===== src/rtl/alu_arbiter_pkg.sv =====
// Shared types and constants for the ALU arbiter slice: opcode and output-state
// encodings.
package alu_pkg;

    localparam int XLEN_DEF = 32;

    // Encodings 8..15 are unnamed and yield result 0, zero=1.
    typedef enum logic [3:0] {
        ALU_ADD = 4'd0,
        ALU_SUB = 4'd1,
        ALU_AND = 4'd2,
        ALU_OR  = 4'd3,
        ALU_XOR = 4'd4,
        ALU_SLL = 4'd5,
        ALU_SRL = 4'd6,
        ALU_SRA = 4'd7
    } alu_op_e;

    typedef enum logic {
        EMPTY = 1'b0,
        FULL  = 1'b1
    } arb_state_e;

endpackage


===== src/rtl/alu_arbiter_if.sv =====
// Request and response bundle between the two ALU requesters/consumer (master)
// and the arbiter (slave).
interface alu_arbiter_if
    import alu_pkg::*;
#(
    parameter int XLEN = XLEN_DEF
);
    logic [1:0]           req_valid;
    logic [1:0]           req_ready;
    logic [1:0][XLEN-1:0] req_a;
    logic [1:0][XLEN-1:0] req_b;
    logic [1:0][3:0]      req_op;
    logic                 rsp_valid;
    logic                 rsp_ready;
    logic                 rsp_id;
    logic [XLEN-1:0]      rsp_result;
    logic                 rsp_zero;

    modport master (
        output req_valid, req_a, req_b, req_op, rsp_ready,
        input  req_ready, rsp_valid, rsp_id, rsp_result, rsp_zero
    );

    modport slave (
        input  req_valid, req_a, req_b, req_op, rsp_ready,
        output req_ready, rsp_valid, rsp_id, rsp_result, rsp_zero
    );
endinterface


===== src/rtl/alu_arbiter_alu.sv =====
// Combinational execute-stage ALU; shift amount is always b[4:0], and the
// unassigned opcodes produce zero.
module alu
    import alu_pkg::*;
#(
    parameter int XLEN = XLEN_DEF
) (
    input  logic [XLEN-1:0] a,
    input  logic [XLEN-1:0] b,
    input  logic [3:0]      alu_control,
    output logic [XLEN-1:0] result,
    output logic            zero
);
    logic [4:0] shamt;
    assign shamt = b[4:0];

    always_comb begin
        result = '0;
        case (alu_control)
            ALU_ADD: result = a + b;
            ALU_SUB: result = a - b;
            ALU_AND: result = a & b;
            ALU_OR:  result = a | b;
            ALU_XOR: result = a ^ b;
            ALU_SLL: result = a << shamt;
            ALU_SRL: result = a >> shamt;
            ALU_SRA: result = $signed(a) >>> shamt;
            default: result = '0;
        endcase
    end

    assign zero = (result == '0);
endmodule


===== src/rtl/alu_arbiter.sv =====
// Shares one ALU between two requesters and returns results through a one-entry
// response register. Define ALU_ARB_RR_EN for round-robin; otherwise requester 0
// has fixed priority.
module alu_arbiter
    import alu_pkg::*;
#(
    parameter int XLEN = XLEN_DEF,
    parameter int NREQ = 2
) (
    input  logic         clk,
    input  logic         rst,
    alu_arbiter_if.slave bus
);
    arb_state_e      state_q, state_d;
    logic            rsp_id_q, rsp_id_d;
    logic [XLEN-1:0] rsp_result_q, rsp_result_d;
    logic            rsp_zero_q, rsp_zero_d;

    logic            grant_ok;
    logic            grant;
    logic            winner;
    logic [XLEN-1:0] alu_a, alu_b, alu_result;
    logic [3:0]      alu_op;
    logic            alu_zero;

`ifdef ALU_ARB_RR_EN
    logic last_q, last_d;
`endif

    // The winner depends only on valids and the pointer, never on operand data.
    always_comb begin
        grant_ok = !rst && ((state_q == EMPTY) || bus.rsp_ready);
        grant    = grant_ok && (|bus.req_valid);
        winner   = bus.req_valid[1];
        if (&bus.req_valid) begin
`ifdef ALU_ARB_RR_EN
            winner = ~last_q;
`else
            winner = 1'b0;
`endif
        end
    end

    genvar gi;
    generate
        for (gi = 0; gi < NREQ; gi++) begin : g_ready
            assign bus.req_ready[gi] = grant && (winner == 1'(gi));
        end
    endgenerate

    assign alu_a  = bus.req_a[winner];
    assign alu_b  = bus.req_b[winner];
    assign alu_op = bus.req_op[winner];

    alu #(.XLEN(XLEN)) u_alu (
        .a           (alu_a),
        .b           (alu_b),
        .alu_control (alu_op),
        .result      (alu_result),
        .zero        (alu_zero)
    );

    always_comb begin
        state_d      = state_q;
        rsp_id_d     = rsp_id_q;
        rsp_result_d = rsp_result_q;
        rsp_zero_d   = rsp_zero_q;
        if (grant) begin
            state_d      = FULL;
            rsp_id_d     = winner;
            rsp_result_d = alu_result;
            rsp_zero_d   = alu_zero;
        end else if ((state_q == FULL) && bus.rsp_ready) begin
            state_d = EMPTY;
        end
    end

    always_ff @(posedge clk) begin
        if (rst) begin
            state_q      <= EMPTY;
            rsp_id_q     <= 1'b0;
            rsp_result_q <= '0;
            rsp_zero_q   <= 1'b0;
        end else begin
            state_q      <= state_d;
            rsp_id_q     <= rsp_id_d;
            rsp_result_q <= rsp_result_d;
            rsp_zero_q   <= rsp_zero_d;
        end
    end

`ifdef ALU_ARB_RR_EN
    // Pointer follows every grant, contested or not.
    always_comb begin
        last_d = last_q;
        if (grant) begin
            last_d = winner;
        end
    end

    always_ff @(posedge clk) begin
        if (rst) begin
            last_q <= 1'b1;
        end else begin
            last_q <= last_d;
        end
    end
`endif

    assign bus.rsp_valid  = (state_q == FULL);
    assign bus.rsp_id     = rsp_id_q;
    assign bus.rsp_result = rsp_result_q;
    assign bus.rsp_zero   = rsp_zero_q;
endmodule


===== src/flat_wrapper.sv =====
// flat-port wrapper written by rule: the top's interface ports become plain ports
module alu_arbiter_flat import alu_pkg::*;
#(
    parameter int XLEN = XLEN_DEF,
    parameter int NREQ = 2
)
  (clk, rst, bus_req_valid, bus_req_a, bus_req_b, bus_req_op, bus_rsp_ready, bus_req_ready, bus_rsp_valid, bus_rsp_id, bus_rsp_result, bus_rsp_zero);
  alu_arbiter_if #(.XLEN(XLEN)) bus_i ();
  input  logic clk;
  input  logic rst;
  input wire logic [$bits(bus_i.req_valid)-1:0] bus_req_valid;
  input wire logic [$bits(bus_i.req_a)-1:0] bus_req_a;
  input wire logic [$bits(bus_i.req_b)-1:0] bus_req_b;
  input wire logic [$bits(bus_i.req_op)-1:0] bus_req_op;
  input wire logic [$bits(bus_i.rsp_ready)-1:0] bus_rsp_ready;
  output wire logic [$bits(bus_i.req_ready)-1:0] bus_req_ready;
  output wire logic [$bits(bus_i.rsp_valid)-1:0] bus_rsp_valid;
  output wire logic [$bits(bus_i.rsp_id)-1:0] bus_rsp_id;
  output wire logic [$bits(bus_i.rsp_result)-1:0] bus_rsp_result;
  output wire logic [$bits(bus_i.rsp_zero)-1:0] bus_rsp_zero;
  assign bus_i.req_valid = bus_req_valid;
  assign bus_i.req_a = bus_req_a;
  assign bus_i.req_b = bus_req_b;
  assign bus_i.req_op = bus_req_op;
  assign bus_i.rsp_ready = bus_rsp_ready;
  assign bus_req_ready = bus_i.req_ready;
  assign bus_rsp_valid = bus_i.rsp_valid;
  assign bus_rsp_id = bus_i.rsp_id;
  assign bus_rsp_result = bus_i.rsp_result;
  assign bus_rsp_zero = bus_i.rsp_zero;
  alu_arbiter #(.XLEN(XLEN), .NREQ(NREQ)) u_core (.clk(clk), .rst(rst), .bus(bus_i));
endmodule

===== config.mk =====
export PLATFORM = sky130hd
export DESIGN_NAME = alu_arbiter_flat
export DESIGN_NICKNAME = d
export VERILOG_FILES = /design/src/rtl/alu_arbiter_pkg.sv /design/src/rtl/alu_arbiter_if.sv /design/src/rtl/alu_arbiter_alu.sv /design/src/rtl/alu_arbiter.sv /design/src/flat_wrapper.sv
export SDC_FILE = /design/constraint.sdc
export NUM_CORES = 1
export LEC_CHECK = 0
export ABC_CLOCK_PERIOD_IN_PS = 17300
export CAP_MARGIN = 20
export CELL_PAD_IN_SITES_DETAIL_PLACEMENT = 0
export CELL_PAD_IN_SITES_GLOBAL_PLACEMENT = 2
export CORE_MARGIN = 3
export CORE_UTILIZATION = 34
export CTS_BUF_LIST = sky130_fd_sc_hd__clkbuf_8
export DETAILED_ROUTE_END_ITERATION = 10
export GPL_TIMING_DRIVEN = 0
export PLACE_DENSITY = 0.95
export SLEW_MARGIN = 20
export SYNTH_ARGS = -nofsm -noshare
export SYNTH_HDL_FRONTEND = slang
export SYNTH_SLANG_ARGS = --single-unit

===== constraint.sdc =====
create_clock -name clk -period 17.3 [get_ports clk]
set_input_delay 3.46 -clock clk [delete_from_list [all_inputs] [get_ports clk]]
set_output_delay 3.46 -clock clk [all_outputs]
set_load 0.01 [all_outputs]

==> summary.md <==
| Metric | Value |
|---|---|
| Layout Area Growth over Synthesis | `21.9%` |
| Pint | `0.330 mW` |
| Post-DP Area | `13600 sq um` |
| Die ar. | `35300 sq um` |
| CP Launch Type | `primary input` |
| Min cycle time layout | `12220 ps` |
| Delay-heaviest family, CP | `buffers and inverters` |
| Largest net degree at the start of global routing | `12` |
| Worst flop-to-flop path startpoint | `u_core.bus.rsp_valid$_SDFFE_PP0P_` |
| Via count | `15900` |
| Clock sinks | `35` |
| DR vias/cell | `6.88` |
| # rows | `65` |
| Final setup TNS | `0 ps` |
| WHS Path Cells | `2` |
| Async SR Flop Fraction | `0%` |
| Adder-cell share of the synthesized area | `10.9%` |
| Worst path required time | `17460 ps` |
| Clk pwr share | `10.0%` |
| Worst Path Buf+Inv | `6` |
| Fin nets | `2112` |
| Mapped Cells | `1689` |
| Status | `finished, final reports clean` |
| Top Metal Used | `met5` |
| Sw Pwr | `0.422 mW` |
| Top_reg_cell synth | `dfxtp_1` |
| Number of DRC markers in iteration 0 | `2490` |
| Synth Cell Area | `11200 sq um` |
| Maximum vdd drop | `0.0000459 V` |
| Crit Path Class | `primary input to flip-flop` |
| Die Wd | `188 um` |
| Hold endpoint | `u_core.bus.rsp_result[26]$_SDFFE_PP0P_` |
| Power Density | `54.9 nW/um^2` |
| Max FO, Critical Path | `10` |
| IO Count | `178` |
| Initial antenna violation count | `1` |
| Antenna-violating nets left | `0` |
| Port Buf Inserts | `177` |
| Slew headroom | `9.57%` |
| Post-route cell area | `13700 sq um` |
| FILL cells | `3522` |
| Top-count cell post-synth | `nand2_1` |
| Final WL | `75.3 mm` |
| Setup bufs post-CTS | `0` |
| Max-cap viol count | `0` |
| Num CTS Buffers | `5` |
| Drc violations | `0` |
| Final hold viol count | `0` |
| CTS tree | `built` |
| Bufs on Longest Clock Path | `2` |
| Met2 WL | `31.2 mm` |
| Syn Area/Cell | `6.66 sq um` |
| Cell taking the most area after synthesis | `ha_1` |
| Post-Synth Simple-Gate Area | `29.6%` |
| Vias in the first global route | `14900` |
| Core region area | `32000 sq um` |
| Ys Warns | `0` |
| Worst r2r path cells | `12` |
| Post-synthesis compound-gate area fraction | `33.2%` |
| Layout cell share with drive strength beyond 1 | `5.39%` |
| HP Class | `flip-flop to flip-flop` |
| Final count of pins violating max slew | `0` |
| Worst skew pair latency | `290 ps` |
| Met3 wire length | `8.40 mm` |
| R2r setup slk | `13710 ps` |
| Post-synth EDFFs | `0` |
| CTS resizes | `0` |
| Hold_sp | `u_core.bus.rsp_result[26]$_SDFFE_PP0P_` |
| Combinational Power Share | `77.5%` |
| HPWL after DPL | `62.4 mm` |
| Top post-synthesis cells by count | `nand2_1, nor2_1, o21ai_0` |
| Critical Path AT | `12370 ps` |
| Die Span Y | `188 um` |
| Slowest stage cell on the critical path | `mux2i_1` |
| Overall Global Routing Usage | `40.4%` |
| Cts hold-fix bufs | `0` |
| Post-synthesis mux area share | `7.94%` |
| Setup violators final | `0` |
| Worst Clk Skew | `4.94 ps` |
| Synth area leaders | `ha_1, dfxtp_1, nand2_1` |
| Max incr delay on CP | `1090 ps` |
| Syn_nets | `1927` |
| Fmax | `81.9 MHz` |
| Met1 Wirelength | `30.4 mm` |
| RSZ-0062 raised after global routing | `false` |
| Global-route wire length before repair | `105 mm` |
| Crit. path cell count | `24` |
| Distinct cells, synth | `86` |
| Fin crit share | `70.6%` |
| Remaining Overflow, GRT | `0` |
| Gpl congestion | `1.06` |
| Synth top area share | `10.7%` |
| Wire length per cell | `32.6 um` |
| Root Buffer | `clkbuf_8` |
| Crit. End Element | `flip-flop` |
| Initial Util | `35.1%` |
| Synth Area in XOR/XNOR | `4.13%` |
| H-tree depth | `2` |
| Sequential share of the synthesized area | `6.23%` |
| Register share of total power | `12.5%` |
| Tightest Pin Transition | `1320 ps` |
| Seq cells post-synth | `35` |
| Pleak | `5.58 nW` |
| Crit path cell chain | `clkdlybuf4s50_1 -> nand2b_2 -> buf_6 -> buf_6 -> mux2i_1 -> nand2b_1 -> clkbuf_1 -> buf_1 -> nor2_1 -> clkbuf_1 -> nor2_1 -> xnor2_1 -> ha_1 -> nor2b_1 -> o2111ai_1 -> nand4b_1 -> nor4bb_1 -> o41ai_1 -> o21ai_0 -> nand4_1 -> mux2_2 -> o21ai_0 -> or4_1 -> o31ai_2` |
| CTS clk-pin slew, worst paths | `70 ps` |
| RR Endpoint | `u_core.bus.rsp_zero$_SDFFE_PP0P_` |
| Sw Ratio | `56.1%` |
| Pre-antenna DRT Iters | `7` |
| Largest family of logic cells by synthesized area | `compound AO/OA/AOI/OAI gates` |
[cell type report]
class	instances	area [sq um]	area share, %
Timing Repair Buffer	178	1780	13.0
Inverter	103	387	2.82
Tap cell	435	544	3.97
Sequential cell	35	701	5.11
Antenna cell	1	2.50	0.0183
Clock inverter	2	35.0	0.256
Clock buffer	6	82.6	0.603
Multi-Input combinational cell	1434	9650	70.4
Buffer	117	518	3.78
[cell usage in the layout (no fill, tap or decap), drive strengths merged, types with 14 or more instances in the layout]
master,instances
o21ai,122
nor3,52
a31oi,61
a22oi,17
buf,52
nor4bb,31
o31ai,15
o211ai,24
xnor2,40
nor2,158
ha,96
dfxtp,35
a221oi,26
a211oi,28
mux2i,66
nand2,168
nor4b,28
o22ai,26
nand3,99
clkbuf,72
o2111ai,20
a21oi,117
inv,103
and2,20
o221ai,14
clkdlybuf4s50,177
[stage by stage]
stage                     hold slack [ps]  utilization, %  power, mW  setup WS [ps]  std cells
after detailed placement              446            42.4      0.649           5390       2302
after floorplan                       478               -      0.410           8580       1689
final                                 451            42.8      0.752           5080       2311
after global placement                444            42.3      0.649           5420       2301
after CTS                             457            42.7      0.727           5670       2310
after global routing                  476            42.7      0.778           5100       2310
[registers in the layout (all words and copies together), names as in the netlist]
signal,count
u_core.bus.rsp_id,1
u_core.bus.rsp_result,32
u_core.bus.rsp_valid,1
u_core.bus.rsp_zero,1
[logic make-up (layout without fill, tap and decap cells)]
family | after synthesis | in the layout
fa+ha+maj | 97 | 97
xor+xnor | 53 | 53
buf+inv | 220 | 406
other cells | 0 | 1
simple gates | 646 | 646
flops | 35 | 35
compound gates | 561 | 561
mux | 77 | 77
[power groups by stage]
| stage | clock [mW] | combinational, mW | sequential [mW] |
|---|---|---|---|
| 6_report | 0.0756 | 0.583 | 0.0937 |
| 5_1_grt | 0.0788 | 0.605 | 0.0946 |
| 4_1_cts | 0.0760 | 0.557 | 0.0938 |
| 3_5_place_dp | 0 | 0.554 | 0.0957 |
| 3_3_place_gp | 0 | 0.554 | 0.0953 |
| 2_1_floorplan | 0 | 0.310 | 0.0997 |
[worst register-to-register path, delay by kind of cell (launching register included)]
family	cells	cell delay (ps)
AOI/OAI and AO/OA	6	2000
buffers and inverters	1	330
DFF	1	310
and+or+nand+nor	5	880
[per-layer routing]
| layer | vias up | track usage (%) |
|---|---|---|
| met4 | 2 | 22.0 |
| met2 | 1209 | 60.3 |
| met5 | - | 0 |
| met3 | 242 | 9.12 |
| met1 | 7667 | 53.8 |
| li1 | 6770 | - |
[worst max path at each step]
| stage | start | endpoint |
|---|---|---|
| floorplan | bus_req_valid[0] | bus_req_ready[1] |
| global placement | bus_req_valid[0] | u_core.bus.rsp_zero$_SDFFE_PP0P_ |
| detailed placement | bus_req_valid[0] | u_core.bus.rsp_zero$_SDFFE_PP0P_ |
| CTS | bus_req_valid[0] | u_core.bus.rsp_zero$_SDFFE_PP0P_ |
| global route | bus_req_valid[0] | u_core.bus.rsp_zero$_SDFFE_PP0P_ |
| finish | bus_req_valid[0] | u_core.bus.rsp_zero$_SDFFE_PP0P_ |
No activity file was read; power rests on OpenSTA's default activity.
